--- src/rtl/datamem_pkg.sv ---
// Shared definitions for the data-memory AXI4 read master.
// Contents:
//   rd_state_e                   read FSM state encoding
//   SIZE_4B, BURST_INCR,
//   CACHE_MODIFIABLE_BUFFERABLE,
//   RESP_OKAY                    fixed AXI4 field values
//   word_align()                 clears the byte offset of a load address
package datamem_pkg;

  typedef enum logic [1:0] {
    ST_IDLE = 2'd0,
    ST_ADDR = 2'd1,
    ST_DATA = 2'd2
  } rd_state_e;

  localparam logic [2:0] SIZE_4B                     = 3'b010;
  localparam logic [1:0] BURST_INCR                  = 2'b01;
  localparam logic [3:0] CACHE_MODIFIABLE_BUFFERABLE = 4'b0011;
  localparam logic [1:0] RESP_OKAY                   = 2'b00;

  // The bus only ever sees whole 32-bit words; the byte offset stays with
  // the core-side copy of the address.
  function automatic logic [31:0] word_align(input logic [31:0] addr);
    return {addr[31:2], 2'b00};
  endfunction

endpackage

--- src/rtl/datamem_rd_rdreq_slot.sv ---
// One-entry buffer holding a load address that arrived while the read
// master was busy.
// Ports:
//   clk, rst_n        clock, asynchronous active-low reset
//   push, push_addr   capture push_addr (has priority over pop)
//   pop               release the held entry
//   valid, addr       entry present / its address
module rdreq_slot (
  input  logic        clk,
  input  logic        rst_n,
  input  logic        push,
  input  logic [31:0] push_addr,
  input  logic        pop,
  output logic        valid,
  output logic [31:0] addr
);

  // NOTE: sequential state uses non-blocking assignments so every register
  // samples the values from before the clock edge.
  always_ff @(posedge clk or negedge rst_n) begin
    if (!rst_n) begin
      valid <= 1'b0;
    end else if (push) begin
      valid <= 1'b1;
    end else if (pop) begin
      valid <= 1'b0;
    end
  end

  // NOTE: the address is qualified by valid and could skip reset; it is
  // cleared anyway so the whole block comes out of reset in a known state.
  always_ff @(posedge clk or negedge rst_n) begin
    if (!rst_n) begin
      addr <= '0;
    end else if (push) begin
      addr <= push_addr;
    end
  end

endmodule

--- src/rtl/datamem_rd.sv ---
// Read-side AXI4 master for the core's data/device memory path.
// Accepts single-word loads (RDEN/RDADDR), issues one single-beat AXI read
// at a time, and returns RDOUT/ORDADDR with a one-cycle RDVALID pulse.
// A second load arriving while busy is parked in a one-entry slot.
// Ports:
//   CLK, RSTN                     clock, asynchronous active-low reset
//   RDADDR, RDEN                  load request from the memory stage
//   ORDADDR, RDOUT, RDVALID       completed load (original byte address)
//   RDERR                         sticky bad-response flag
//   LOADING                       busy; core stalls new loads while high
//   M_AXI_AR*, M_AXI_R*           AXI4 read address / read data channels
// Build option: define DATAMEM_RD_RESP_CHECK_EN to flag RRESP != OKAY or
// RLAST == 0 on RDERR; otherwise RDERR is tied low.
module datamem_rd
  import datamem_pkg::*;
#(
  parameter int C_M_AXI_THREAD_ID_WIDTH = 1,
  parameter int C_M_AXI_ADDR_WIDTH      = 32,
  parameter int C_M_AXI_DATA_WIDTH      = 32,
  parameter int C_M_AXI_ARUSER_WIDTH    = 1,
  parameter int C_M_AXI_RUSER_WIDTH     = 4
) (
  input  logic                               CLK,
  input  logic                               RSTN,
  input  logic [31:0]                        RDADDR,
  input  logic                               RDEN,
  output logic [31:0]                        ORDADDR,
  output logic [31:0]                        RDOUT,
  output logic                               RDVALID,
  output logic                               RDERR,
  output logic                               LOADING,
  output logic [C_M_AXI_THREAD_ID_WIDTH-1:0] M_AXI_ARID,
  output logic [C_M_AXI_ADDR_WIDTH-1:0]      M_AXI_ARADDR,
  output logic [7:0]                         M_AXI_ARLEN,
  output logic [2:0]                         M_AXI_ARSIZE,
  output logic [1:0]                         M_AXI_ARBURST,
  output logic                               M_AXI_ARLOCK,
  output logic [3:0]                         M_AXI_ARCACHE,
  output logic [2:0]                         M_AXI_ARPROT,
  output logic [3:0]                         M_AXI_ARQOS,
  output logic [C_M_AXI_ARUSER_WIDTH-1:0]    M_AXI_ARUSER,
  output logic                               M_AXI_ARVALID,
  input  logic                               M_AXI_ARREADY,
  input  logic [C_M_AXI_THREAD_ID_WIDTH-1:0] M_AXI_RID,
  input  logic [C_M_AXI_DATA_WIDTH-1:0]      M_AXI_RDATA,
  input  logic [1:0]                         M_AXI_RRESP,
  input  logic                               M_AXI_RLAST,
  input  logic [C_M_AXI_RUSER_WIDTH-1:0]     M_AXI_RUSER,
  input  logic                               M_AXI_RVALID,
  output logic                               M_AXI_RREADY
);

  rd_state_e                         state_q, state_d;
  logic                              arvalid_q;
  logic [C_M_AXI_ADDR_WIDTH-1:0]     araddr_q;
  logic [31:0]                       cur_addr_q;
  logic [31:0]                       rdout_q, ordaddr_q;
  logic                              rdvalid_q;

  logic                              ar_hs, r_hs;
  logic                              launch, slot_pop, slot_push;
  logic [31:0]                       launch_addr;
  logic                              slot_valid;
  logic [31:0]                       slot_addr;

  assign ar_hs = M_AXI_ARVALID & M_AXI_ARREADY;
  assign r_hs  = M_AXI_RVALID & M_AXI_RREADY;

  // Next state and launch of a new AR. A parked request always wins over
  // a fresh RDEN so loads complete in arrival order.
  // NOTE: every signal assigned here gets a default first, so no path
  // leaves one unassigned and no latch is inferred.
  always_comb begin
    state_d     = state_q;
    launch      = 1'b0;
    slot_pop    = 1'b0;
    launch_addr = RDADDR;
    case (state_q)
      ST_IDLE: begin
        if (slot_valid) begin
          state_d     = ST_ADDR;
          launch      = 1'b1;
          slot_pop    = 1'b1;
          launch_addr = slot_addr;
        end else if (RDEN) begin
          state_d = ST_ADDR;
          launch  = 1'b1;
        end
      end
      ST_ADDR: begin
        if (ar_hs) state_d = ST_DATA;
      end
      ST_DATA: begin
        if (r_hs) begin
          if (slot_valid) begin
            state_d     = ST_ADDR;
            launch      = 1'b1;
            slot_pop    = 1'b1;
            launch_addr = slot_addr;
          end else if (RDEN) begin
            state_d = ST_ADDR;
            launch  = 1'b1;
          end else begin
            state_d = ST_IDLE;
          end
        end
      end
      default: state_d = ST_IDLE;
    endcase
  end

  // Park RDEN only when it is not being launched directly; with the slot
  // already full the request is dropped (caller ignored LOADING).
  assign slot_push = RDEN & ~slot_valid & ~(launch & ~slot_pop);

  rdreq_slot u_slot (
    .clk       (CLK),
    .rst_n     (RSTN),
    .push      (slot_push),
    .push_addr (RDADDR),
    .pop       (slot_pop),
    .valid     (slot_valid),
    .addr      (slot_addr)
  );

  always_ff @(posedge CLK or negedge RSTN) begin
    if (!RSTN) begin
      state_q    <= ST_IDLE;
      arvalid_q  <= 1'b0;
      araddr_q   <= '0;
      cur_addr_q <= '0;
      rdvalid_q  <= 1'b0;
      rdout_q    <= '0;
      ordaddr_q  <= '0;
    end else begin
      state_q   <= state_d;
      arvalid_q <= (state_d == ST_ADDR);
      rdvalid_q <= r_hs;
      // Address only changes on entry to ADDR, so it is stable for the
      // whole time ARVALID is high.
      if (launch) begin
        araddr_q   <= C_M_AXI_ADDR_WIDTH'(word_align(launch_addr));
        cur_addr_q <= launch_addr;
      end
      if (r_hs) begin
        rdout_q   <= 32'(M_AXI_RDATA);
        ordaddr_q <= cur_addr_q;
      end
    end
  end

`ifdef DATAMEM_RD_RESP_CHECK_EN
  logic rderr_q;

  always_ff @(posedge CLK or negedge RSTN) begin
    if (!RSTN) begin
      rderr_q <= 1'b0;
    end else if (r_hs && ((M_AXI_RRESP != RESP_OKAY) || !M_AXI_RLAST)) begin
      rderr_q <= 1'b1;
    end
  end

  assign RDERR = rderr_q;

  logic unused_rd_fields;
  assign unused_rd_fields = ^{M_AXI_RID, M_AXI_RUSER};
`else
  assign RDERR = 1'b0;

  logic unused_rd_fields;
  assign unused_rd_fields = ^{M_AXI_RID, M_AXI_RUSER, M_AXI_RRESP, M_AXI_RLAST};
`endif

  assign ORDADDR       = ordaddr_q;
  assign RDOUT         = rdout_q;
  assign RDVALID       = rdvalid_q;
  assign LOADING       = (state_d != ST_IDLE) | slot_valid;

  assign M_AXI_ARID    = '0;
  assign M_AXI_ARADDR  = araddr_q;
  assign M_AXI_ARLEN   = 8'd0;
  assign M_AXI_ARSIZE  = SIZE_4B;
  assign M_AXI_ARBURST = BURST_INCR;
  assign M_AXI_ARLOCK  = 1'b0;
  assign M_AXI_ARCACHE = CACHE_MODIFIABLE_BUFFERABLE;
  assign M_AXI_ARPROT  = 3'd0;
  assign M_AXI_ARQOS   = 4'd0;
  assign M_AXI_ARUSER  = '0;
  assign M_AXI_ARVALID = arvalid_q;
  assign M_AXI_RREADY  = (state_q == ST_DATA);

endmodule
--- config.mk ---
export PLATFORM = sky130hd
export DESIGN_NAME = datamem_rd
export DESIGN_NICKNAME = d
export VERILOG_FILES = /design/src/rtl/datamem_pkg.sv /design/src/rtl/datamem_rd_rdreq_slot.sv /design/src/rtl/datamem_rd.sv
export SDC_FILE = /design/constraint.sdc
export NUM_CORES = 1
export LEC_CHECK = 0
export BUFFER_PORTS_ARGS = -buffer_cell sky130_fd_sc_hd__buf_2
export CORE_MARGIN = 1
export CORE_UTILIZATION = 51
export CTS_CLUSTER_DIAMETER = 100
export DETAILED_ROUTE_END_ITERATION = 7
export PLACE_DENSITY = 0.8
export SYNTH_ARGS = -nofsm -noshare
export SYNTH_HDL_FRONTEND = slang
export SYNTH_SLANG_ARGS = --single-unit
--- constraint.sdc ---
create_clock -name CLK -period 1.65 [get_ports CLK]
set_input_delay 0.0825 -clock CLK [delete_from_list [all_inputs] [get_ports CLK]]
set_output_delay 0.0825 -clock CLK [all_outputs]
set_load 0.02 [all_outputs]
==> results of run 1 <==
## cell families (layout without fill, tap and decap cells)
logic type	count (synthesis)	count (layout)	share of synthesized area (%)
compound gates	9	9	1.27
buf+inv	82	279	10.4
flops	133	133	53.5
mux	157	157	32.5
other cells	2	30	0.121
simple gates	21	21	2.19
## layout by cell type (no fill, tap or decap), types with 5 or more instances in the layout
cell type	netlist	layout
buf_12	0	7
mux2_2	84	84
buf_4	61	6
conb_1	2	30
dfrtp_1	133	131
buf_2	4	165
clkinvlp_4	0	5
dlygate4sd3_1	0	65
clkbuf_16	0	17
mux2_4	69	69
## cells in the mapped netlist, drive strengths merged
master | instances | share of area (%)
nand3b | 2 | 0.24
conb | 2 | 0.12
inv | 3 | 0.18
nand2 | 5 | 0.30
mux2i | 1 | 0.16
nor2 | 2 | 0.16
nor2b | 3 | 0.46
nand2b | 2 | 0.20
and2 | 2 | 0.20
buf | 79 | 10
dfrtp | 133 | 53
o31ai | 1 | 0.12
or2 | 2 | 0.20
o21ai | 1 | 0.26
a211o | 2 | 0.28
mux2 | 156 | 32
o21a | 2 | 0.24
nor3 | 3 | 0.42
a21oi | 1 | 0.080
o32ai | 2 | 0.28
## per-stage QoR
step / setup WS, ps / area [um^2] / hold WS (ps) / utilization [%] / total power, W
floorplan: 119 / 6330 / -213 / - / 0.0117
global placement: 145 / 6890 / 33.7 / 59.1 / 0.0129
detailed placement: 98.1 / 6890 / 42.4 / 59.1 / 0.0132
CTS: 50.9 / 8180 / 52.6 / 70.2 / 0.0174
global route: 41.3 / 8200 / 95.1 / 70.3 / 0.0183
finish: 110 / 8200 / 90.3 / 70.3 / 0.0174
## how the worst max path moves through the flow
stage | startpoint | endpoint | slack, ps
after floorplan | state_q[0]$_DFF_PN0_ | ORDADDR[0]$_DFFE_PN0P_ | 120
after global placement | state_q[0]$_DFF_PN0_ | cur_addr_q[24]$_DFFE_PN0P_ | 150
after detailed placement | state_q[0]$_DFF_PN0_ | cur_addr_q[29]$_DFFE_PN0P_ | 100
after CTS | state_q[1]$_DFF_PN0_ | LOADING | 50
after global routing | state_q[1]$_DFF_PN0_ | LOADING | 40
final | state_q[1]$_DFF_PN0_ | cur_addr_q[29]$_DFFE_PN0P_ | 110
## report_power, final
part	internal, W	switching [W]
clock	0.00264	0.00139
sequential	0.00492	0.00105
combinational	0.00385	0.00354
total	0.0114	0.00598
## state kept, by name, summed over array words and instances (netlist names)
name	flops
ORDADDR	32
RDOUT	32
cur_addr_q	32
u_slot.addr	32
state_q	2
M_AXI_ARVALID	1
RDVALID	1
u_slot.valid	1
## worst min-delay path: stages
cell	delay [ps]
buf_2	80
nand2_1	60
nor2_1	90
mux2_2	160
## routing by layer
metal / vias up / share of wire [%] / wire [um]
met4: 0 / 1.1 / 135
li1: 1724 / - / -
met3: 13 / 4.3 / 551
met5: - / 0 / 0
met2: 129 / 53 / 6800
met1: 1910 / 42 / 5350
## what timing repair did
| item | in CTS | in global routing |
|---|---|---|
| setup buffers | 0 | 2 |
| setup endpoints to repair | 0 | 1 |
| resized for setup | 0 | 2 |
| hold buffers | 65 | 0 |
| endpoints found under the hold margin | 144 | 0 |
## layout make-up
class,instances,share of cell area [%]
Clock buffer,20,5.69
Clock inverter,12,2.15
Inverter,3,0.137
Multi-Input combinational cell,217,28.8
Sequential cell,133,40.6
Tap cell,143,2.18
Timing Repair Buffer,244,20.4
==> qor.txt, run 1 <==
Status: completed
Cell Area, Synth: 6220 um^2
Critical-path top delay cell: dfrtp_1
Register area: 3330 um^2
Initial Util: 53.4%
Yosys reg bits: 133
Grt met2 use: 39.2%
Fmax: 0.649 GHz
Routed wire per std cell: 16.6 um
Post-route ant nets: 0
Gate Count Post-Synth: 404
Final Setup Violations: 0
Pins Over Slew Limit: 0
GPL Wtd Cong: 0.744
Layout cells sized above 1: 59.6%
Post-Route WL: 12800 um
Remaining DRCs: 0
First-pass GRT wire length: 20800 um
Bufs and invs on worst path: 1
R2R Path Start: state_q[1]$_DFF_PN0_
Hold Crit Class: in2reg
Clock transition at path regs: 60 ps
TritonCTS clock tree: built
Met1 Track Usage GR: 24.8%
Fin. Hold Viols: 0
Layout Cells excl Fill: 772
Diodes inserted: 0
Maximum vdd drop: 1210 uV
Multi-input gate area: 2370 um^2
Leakage: 4.15 nW
Synth warn: 0
Met3 Use GR: 5.51%
Worst-Skew Late Latency: 410 ps
Overflow after GRT: 0
CP Class: reg2reg
CP required: 1950 ps
Worst Hold Path EP: state_q[1]$_DFF_PN0_
First-pass DRT Iterations: 4
Nature of the critical path startpoint: flip-flop
Most Used Layer, Global Route: met2
Clock Tree Root: clkbuf_16
FF-to-FF setup slack: 110 ps
Layout Nets: 693
GRT Resource Usage Total: 21.6%
Syn-to-layout area delta: 31.8%
PwrDens: 2120 nW/um^2
Total CTS buffers: 17
Setup tns final: 0 ps
Die ar.: 12600 um^2
Max incr delay on CP: 420 ps
RSZ-0062 raised after global routing: false
CORE AREA: 11700 um^2
Die H: 112 um
TritonCTS Sinks: 133
Final worst path period share: 93.3%
Clock buffer depth: 2
Hold_sp: M_AXI_ARREADY
H-tree depth: 4
Critical-path cell list: nor2b_4 > nor3_4 > buf_4 > mux2_2
Vias per inst: 4.89
Crit-path max FO: 12
Worst reg2reg path depth: 4
Initial antenna violation count: 0
Vias: 3776
Largest delay share family, worst path: flip-flops
Fin Clk Skew: 11.7 ps
DIE WIDTH: 112 um
Vias in the first global route: 4109
Critical Path AT: 1840 ps
CP endpoint kind: flip-flop
Tmin final: 1540 ps
Max Cap Viol: 0
Site row count: 39
Average instance area after synthesis: 15.4 um^2
Dpl hpwl: 7770 um
Largest net degree at the start of global routing: 54
Reg-to-Reg End: cur_addr_q[29]$_DFFE_PN0P_
Filler cells: 761
Initial drt markers: 159
Port Buffer Count: 166
Critical Path Stages: 4
Dpl cells: 673
Unique masters post-synth: 28
Hold path depth: 4
I/O pin count: 205
Sequential share of the synthesized area: 53.5%
No activity file was read; power rests on OpenSTA's default activity.
==> inputs of run 2 (changes only) <==
- MAX_ROUTING_LAYER: unset -> met4
==> run 2 against run 1 <==
Compared with the run above:
- maximum frequency about the same
- first-iteration DRC count up 6.9%
- critical path depth is the same
- combinational power barely moved
- wire length is 0.15% lower
- final cell count unchanged
- sequential share of layout area is the same
- via count is 0.32% higher
- total power is essentially flat
- setup slack better by 0.74 ps
- largest power group unchanged
- highest routed layer unchanged
==> qor.txt, run 2 (synthesis results as in run 1) <==
Status: completed (unchanged)
Routed wire per std cell: 16.6 um (about the same)
Remaining DRCs: 0 (unchanged)
CP endpoint kind: flip-flop (unchanged)
First-pass DRT Iterations: 4 (unchanged)
Layout cells sized above 1: 59.6% (unchanged)
Initial antenna violation count: 0 (unchanged)
PwrDens: 2120 nW/um^2 (about the same)
Met3 Use GR: 5.94% (was 5.51%)
Hold path depth: 4 (unchanged)
Worst reg2reg path depth: 4 (unchanged)
TritonCTS Sinks: 133 (unchanged)
Layout Nets: 693 (unchanged)
Final design utilization: 70.3% (unchanged)
CORE AREA: 11700 um^2 (unchanged)
CP required: 1940 ps (was 1950 ps)
Clock buffer depth: 2 (unchanged)
Max incr delay on CP: 420 ps (about the same)
Fin area: 8200 um^2 (unchanged)
Fin Clk Skew: 8.81 ps (was 11.7 ps)
Nature of the critical path startpoint: flip-flop (unchanged)
Overflow after GRT: 0 (unchanged)
Dpl hpwl: 7770 um (unchanged)
Largest net degree at the start of global routing: 54 (unchanged)
Setup tns final: 0 ps (unchanged)
Die ar.: 12600 um^2 (unchanged)
Vias in the first global route: 4104 (was 4109)
Bufs and invs on worst path: 1 (unchanged)
Most frequent cells in the layout: 165 x buf_2, 131 x dfrtp_1, 84 x mux2_2 (unchanged)
Crit-path max FO: 12 (unchanged)
TritonCTS clock tree: built (unchanged)
Port Buffer Count: 166 (unchanged)
Total CTS buffers: 17 (unchanged)
Hold Crit Class: in2reg (unchanged)
Final worst path period share: 93.3% (about the same)
Worst-Skew Late Latency: 410 ps (about the same)
Met1 Track Usage GR: 24.8% (about the same)
H-tree depth: 4 (unchanged)
Filler cells: 761 (unchanged)
First-pass GRT wire length: 20800 um (about the same)
Maximum vdd drop: 1210 uV (about the same)
Max Cap Viol: 0 (unchanged)
Clock transition at path regs: 60 ps (about the same)
Largest delay share family, worst path: flip-flops (unchanged)
DIE WIDTH: 112 um (unchanged)
Most Used Layer, Global Route: met2 (unchanged)
Vias per inst: 4.91 (was 4.89)
Pins Over Slew Limit: 0 (unchanged)
Initial Util: 53.4% (unchanged)
Commonest non-fill, non-tap cell in the layout: buf_2 (unchanged)
Initial drt markers: 170 (was 159)
Placed Area: 6890 um^2 (unchanged)
Clock Tree Root: clkbuf_16 (unchanged)
Post-Route WL: 12800 um (about the same)
Final Setup Violations: 0 (unchanged)
Critical-path top delay cell: dfrtp_1 (unchanged)
Post-route ant nets: 0 (unchanged)
GRT Resource Usage Total: 22.3% (was 21.6%)
Tmin final: 1540 ps (about the same)
Vias: 3788 (was 3776)
Overall power: 0.0174 W (about the same)
Syn-to-layout area delta: 31.8% (unchanged)
Fin. Hold Viols: 0 (unchanged)
Fmax: 0.650 GHz (was 0.649 GHz)
Leakage: 4.15 nW (unchanged)
Critical Path Stages: 4 (unchanged)
Die H: 112 um (unchanged)
Site row count: 39 (unchanged)
Critical Path AT: 1830 ps (was 1840 ps)
Diodes inserted: 0 (unchanged)
Grt met2 use: 39.5% (was 39.2%)
CP Class: reg2reg (unchanged)
GPL Wtd Cong: 0.753 (was 0.744)
I/O pin count: 205 (unchanged)
RSZ-0062 raised after global routing: false (unchanged)
Critical-path cell list: nor2b_4 > nor3_4 > buf_4 > mux2_2 (unchanged)
-- run 2: timing repair --
item,CTS,global route
gates resized for setup,0,2
setup endpoints to repair,0,1
endpoints found under the hold margin,144,0
buffers inserted,0,2
hold buffers,65,0
-- run 2: final timing paths --
path / start / endpoint / slack [ps]
setup / recovery: state_q[1]$_DFF_PN0_ / cur_addr_q[29]$_DFFE_PN0P_ / 110
max in group asynchronous: RSTN / cur_addr_q[12]$_DFFE_PN0P_ / 840
min in group asynchronous: RSTN / RDOUT[25]$_DFFE_PN0P_ / 170
hold reg to reg: u_slot.addr[6]$_DFFE_PN0P_ / u_slot.addr[6]$_DFFE_PN0P_ / 490
setup reg to reg: state_q[1]$_DFF_PN0_ / cur_addr_q[29]$_DFFE_PN0P_ / 110
hold / removal: M_AXI_ARREADY / state_q[1]$_DFF_PN0_ / 90
-- run 2: stage by stage --
| stage | std cells | setup slack, ps | hold slack, ps |
|---|---|---|---|
| after global routing | 772 | 39.5 | 93.4 |
| after floorplan | 432 | 119 | -213 |
| after detailed placement | 673 | 98.1 | 42.4 |
| after CTS | 770 | 50.9 | 52.6 |
| final | 772 | 111 | 86.7 |
| after global placement | 673 | 145 | 33.7 |
-- run 2: per-layer routing --
layer  up-vias  part of all wire [%]  wire, um
met5         -                     0         0
met4         0                  0.78       100
met3        11                   4.5       578
met2       135                    53      6840
met1      1918                    41      5290
li1       1724                     -         -
-- run 2: area by class of cell --
type / count / area [um^2] / area share, %
Clock buffer: 20 / 467 / 5.69
Sequential cell: 133 / 3330 / 40.6
Tap cell: 143 / 179 / 2.18
Multi-Input combinational cell: 217 / 2370 / 28.8
Inverter: 3 / 11.3 / 0.137
Clock inverter: 12 / 176 / 2.15
Timing Repair Buffer: 244 / 1670 / 20.4
-- run 2: report_power, final --
part | total, W | internal (W) | switching [W]
combinational | 0.00738 | 0.00385 | 0.00353
sequential | 0.00598 | 0.00492 | 0.00106
clock | 0.00402 | 0.00264 | 0.00138
total | 0.0174 | 0.0114 | 0.00597
-- run 2: worst min-delay path: cells and delay by family --
family / cells / cell delay, ps
simple gates: 2 / 150
buf+inv: 1 / 80
mux: 1 / 150
==> inputs of run 3 (changes only) <==
- CORE_UTILIZATION: 51 -> 42
- PLACE_DENSITY: 0.8 -> 0.68
==> run 3 against run 2 <==
Compared with the run above:
- first-iteration DRC count decreased by 68%
- global-route usage fell by 4.9 points
- maximum frequency decreased by 2.8%
- highest routed layer unchanged
==> qor.txt, run 3 (synthesis results as in run 1) <==
Dpl hpwl: 7850 um (was 7770 um)
Layout Cells excl Fill: 817 (was 772)
CORE AREA: 14500 um^2 (was 11700 um^2)
Initial Util: 43.0% (was 53.4%)
Placed Area: 6970 um^2 (was 6890 um^2)
Sw power: 0.00582 W (was 0.00597 W)
Most frequent cells in the layout: 165 x buf_2, 131 x dfrtp_1, 84 x mux2_2 (unchanged)
CP Class: reg2out (was reg2reg)
Remaining DRCs: 0 (unchanged)
Internal: 0.0114 W (about the same)
Setup tns final: 0 ps (unchanged)
Initial antenna violation count: 0 (unchanged)
Max incr delay on CP: 420 ps (about the same)
TritonCTS Sinks: 133 (unchanged)
Leakage: 4.16 nW (was 4.15 nW)
Diodes inserted: 0 (unchanged)
Final setup margin: 65.9 ps (was 111 ps)
Vias: 3784 (was 3788)
Syn-to-layout area delta: 32.9% (was 31.8%)
GPL Wtd Cong: 0.756 (was 0.753)
Clock share of power: 22.6% (was 23.1%)
Clock Tree Root: clkbuf_16 (unchanged)
Post-Route WL: 12300 um (was 12800 um)
Crit-path max FO: 5 (was 12)
First-pass DRT Iterations: 4 (unchanged)
Status: completed (unchanged)
GRT Resource Usage Total: 17.4% (was 22.3%)
Final Setup Violations: 0 (unchanged)
Initial drt markers: 55 (was 170)
Die ar.: 15300 um^2 (was 12600 um^2)
Fin Clk Skew: 6.57 ps (was 8.81 ps)
Critical-path cell list: nor2b_4 > o31ai_2 > nand2b_1 > buf_2 (was nor2b_4 > nor3_4 > buf_4 > mux2_2)
Bufs and invs on worst path: 1 (unchanged)
Critical-path top delay cell: dfrtp_1 (unchanged)
Hold Crit Class: in2reg (unchanged)
Max Cap Viol: 0 (unchanged)
Worst-Skew Late Latency: 410 ps (about the same)
Vias in the first global route: 3965 (was 4104)
Comb power frac: 43.1% (was 42.5%)
CP endpoint kind: primary output (was flip-flop)
DIE WIDTH: 124 um (was 112 um)
Tmin final: 1580 ps (was 1540 ps)
Dpl cells: 718 (was 673)
Final worst path period share: 96.0% (was 93.3%)
Largest delay share family, worst path: flip-flops (unchanged)
Port Buffer Count: 166 (unchanged)
Switch share: 33.7% (was 34.3%)
Fmax: 0.631 GHz (was 0.650 GHz)
Overall power: 0.0172 W (was 0.0174 W)
Clock buffer depth: 2 (unchanged)
Overflow after GRT: 0 (unchanged)
Post-route ant nets: 0 (unchanged)
Routed wire per std cell: 15.0 um (was 16.6 um)
PwrDens: 2090 nW/um^2 (was 2120 nW/um^2)
Nature of the critical path startpoint: flip-flop (unchanged)
RSZ-0062 raised after global routing: false (unchanged)
Layout Nets: 697 (was 693)
Clock transition at path regs: 50 ps (was 60 ps)
Commonest non-fill, non-tap cell in the layout: buf_2 (unchanged)
Fin area: 8270 um^2 (was 8200 um^2)
Vias per inst: 4.63 (was 4.91)
Fin. Hold Viols: 0 (unchanged)
Filler cells: 1157 (was 761)
Die H: 124 um (was 112 um)
H-tree depth: 4 (unchanged)
CP required: 1570 ps (was 1940 ps)
Largest net degree at the start of global routing: 48 (was 54)
Layout cells sized above 1: 59.4% (was 59.6%)
Maximum vdd drop: 1190 uV (was 1210 uV)
I/O pin count: 205 (unchanged)
TritonCTS clock tree: built (unchanged)
Critical Path AT: 1500 ps (was 1830 ps)
Total CTS buffers: 17 (unchanged)
First-pass GRT wire length: 19300 um (was 20800 um)
Worst slack at placement: 130 ps (was 98.1 ps)
Pins Over Slew Limit: 0 (unchanged)
Site row count: 44 (was 39)
Flop pwr share: 34.2% (was 34.4%)
## run 3: cell type report
class	instances	area, um^2	area share [%]
Clock inverter	7	118	1.42
Timing Repair Buffer	248	1710	20.6
Inverter	3	11.3	0.136
Sequential cell	133	3330	40.3
Multi-Input combinational cell	217	2370	28.6
Tap cell	184	230	2.78
Clock buffer	25	505	6.11
## run 3: per-stage QoR
stage	hold WS [ps]	util, %
after global placement	44.6	48.1
after detailed placement	51.5	48.1
after global routing	65.4	57.1
after floorplan	-213	-
after CTS	28.9	57.0
final	53.3	57.1
## run 3: tightest hold or removal path: cells and delay by family
kind / cells / cell delay [ps]
buffers and inverters: 1 / 70
AND/OR/NAND/NOR: 2 / 130
multiplexers: 1 / 140
## run 3: worst paths after layout
check | to | startpoint | slack (ps) | depth (start not counted)
hold / removal | state_q[1]$_DFF_PN0_ | M_AXI_ARREADY | 50 | 4
hold reg to reg | u_slot.addr[22]$_DFFE_PN0P_ | u_slot.addr[22]$_DFFE_PN0P_ | 490 | 1
setup reg to reg | cur_addr_q[31]$_DFFE_PN0P_ | state_q[0]$_DFF_PN0_ | 100 | 4
setup / recovery | LOADING | state_q[1]$_DFF_PN0_ | 70 | 4
max in group asynchronous | u_slot.addr[24]$_DFFE_PN0P_ | RSTN | 870 | 3
min in group asynchronous | RDOUT[27]$_DFFE_PN0P_ | RSTN | 170 | 2
## run 3: timing repair
| action | CTS | global route |
|---|---|---|
| endpoints found under the hold margin | 107 | 0 |
| gates resized for setup | 2 | 1 |
| hold buffers | 65 | 0 |
| endpoints found under the setup margin | 1 | 1 |
| setup buffers | 1 | 1 |
## run 3: metal layers
metal  track usage, %  wire, um  up-vias
met5                -         0        -
li1                 -         -     1742
met2             28.5      6160      130
met3             5.08       604       14
met4             6.55       163        0
met1             20.1      5350     1898
## run 3: power by group through the flow
| stage | combinational, W | clock, W | sequential (W) |
|---|---|---|---|
| after floorplan | 0.00502 | 0 | 0.00669 |
| after global placement | 0.00715 | 0 | 0.00584 |
| after detailed placement | 0.00729 | 0 | 0.00595 |
| after CTS | 0.00750 | 0.00403 | 0.00590 |
| after global routing | 0.00798 | 0.00416 | 0.00613 |
| final | 0.00744 | 0.00390 | 0.00590 |
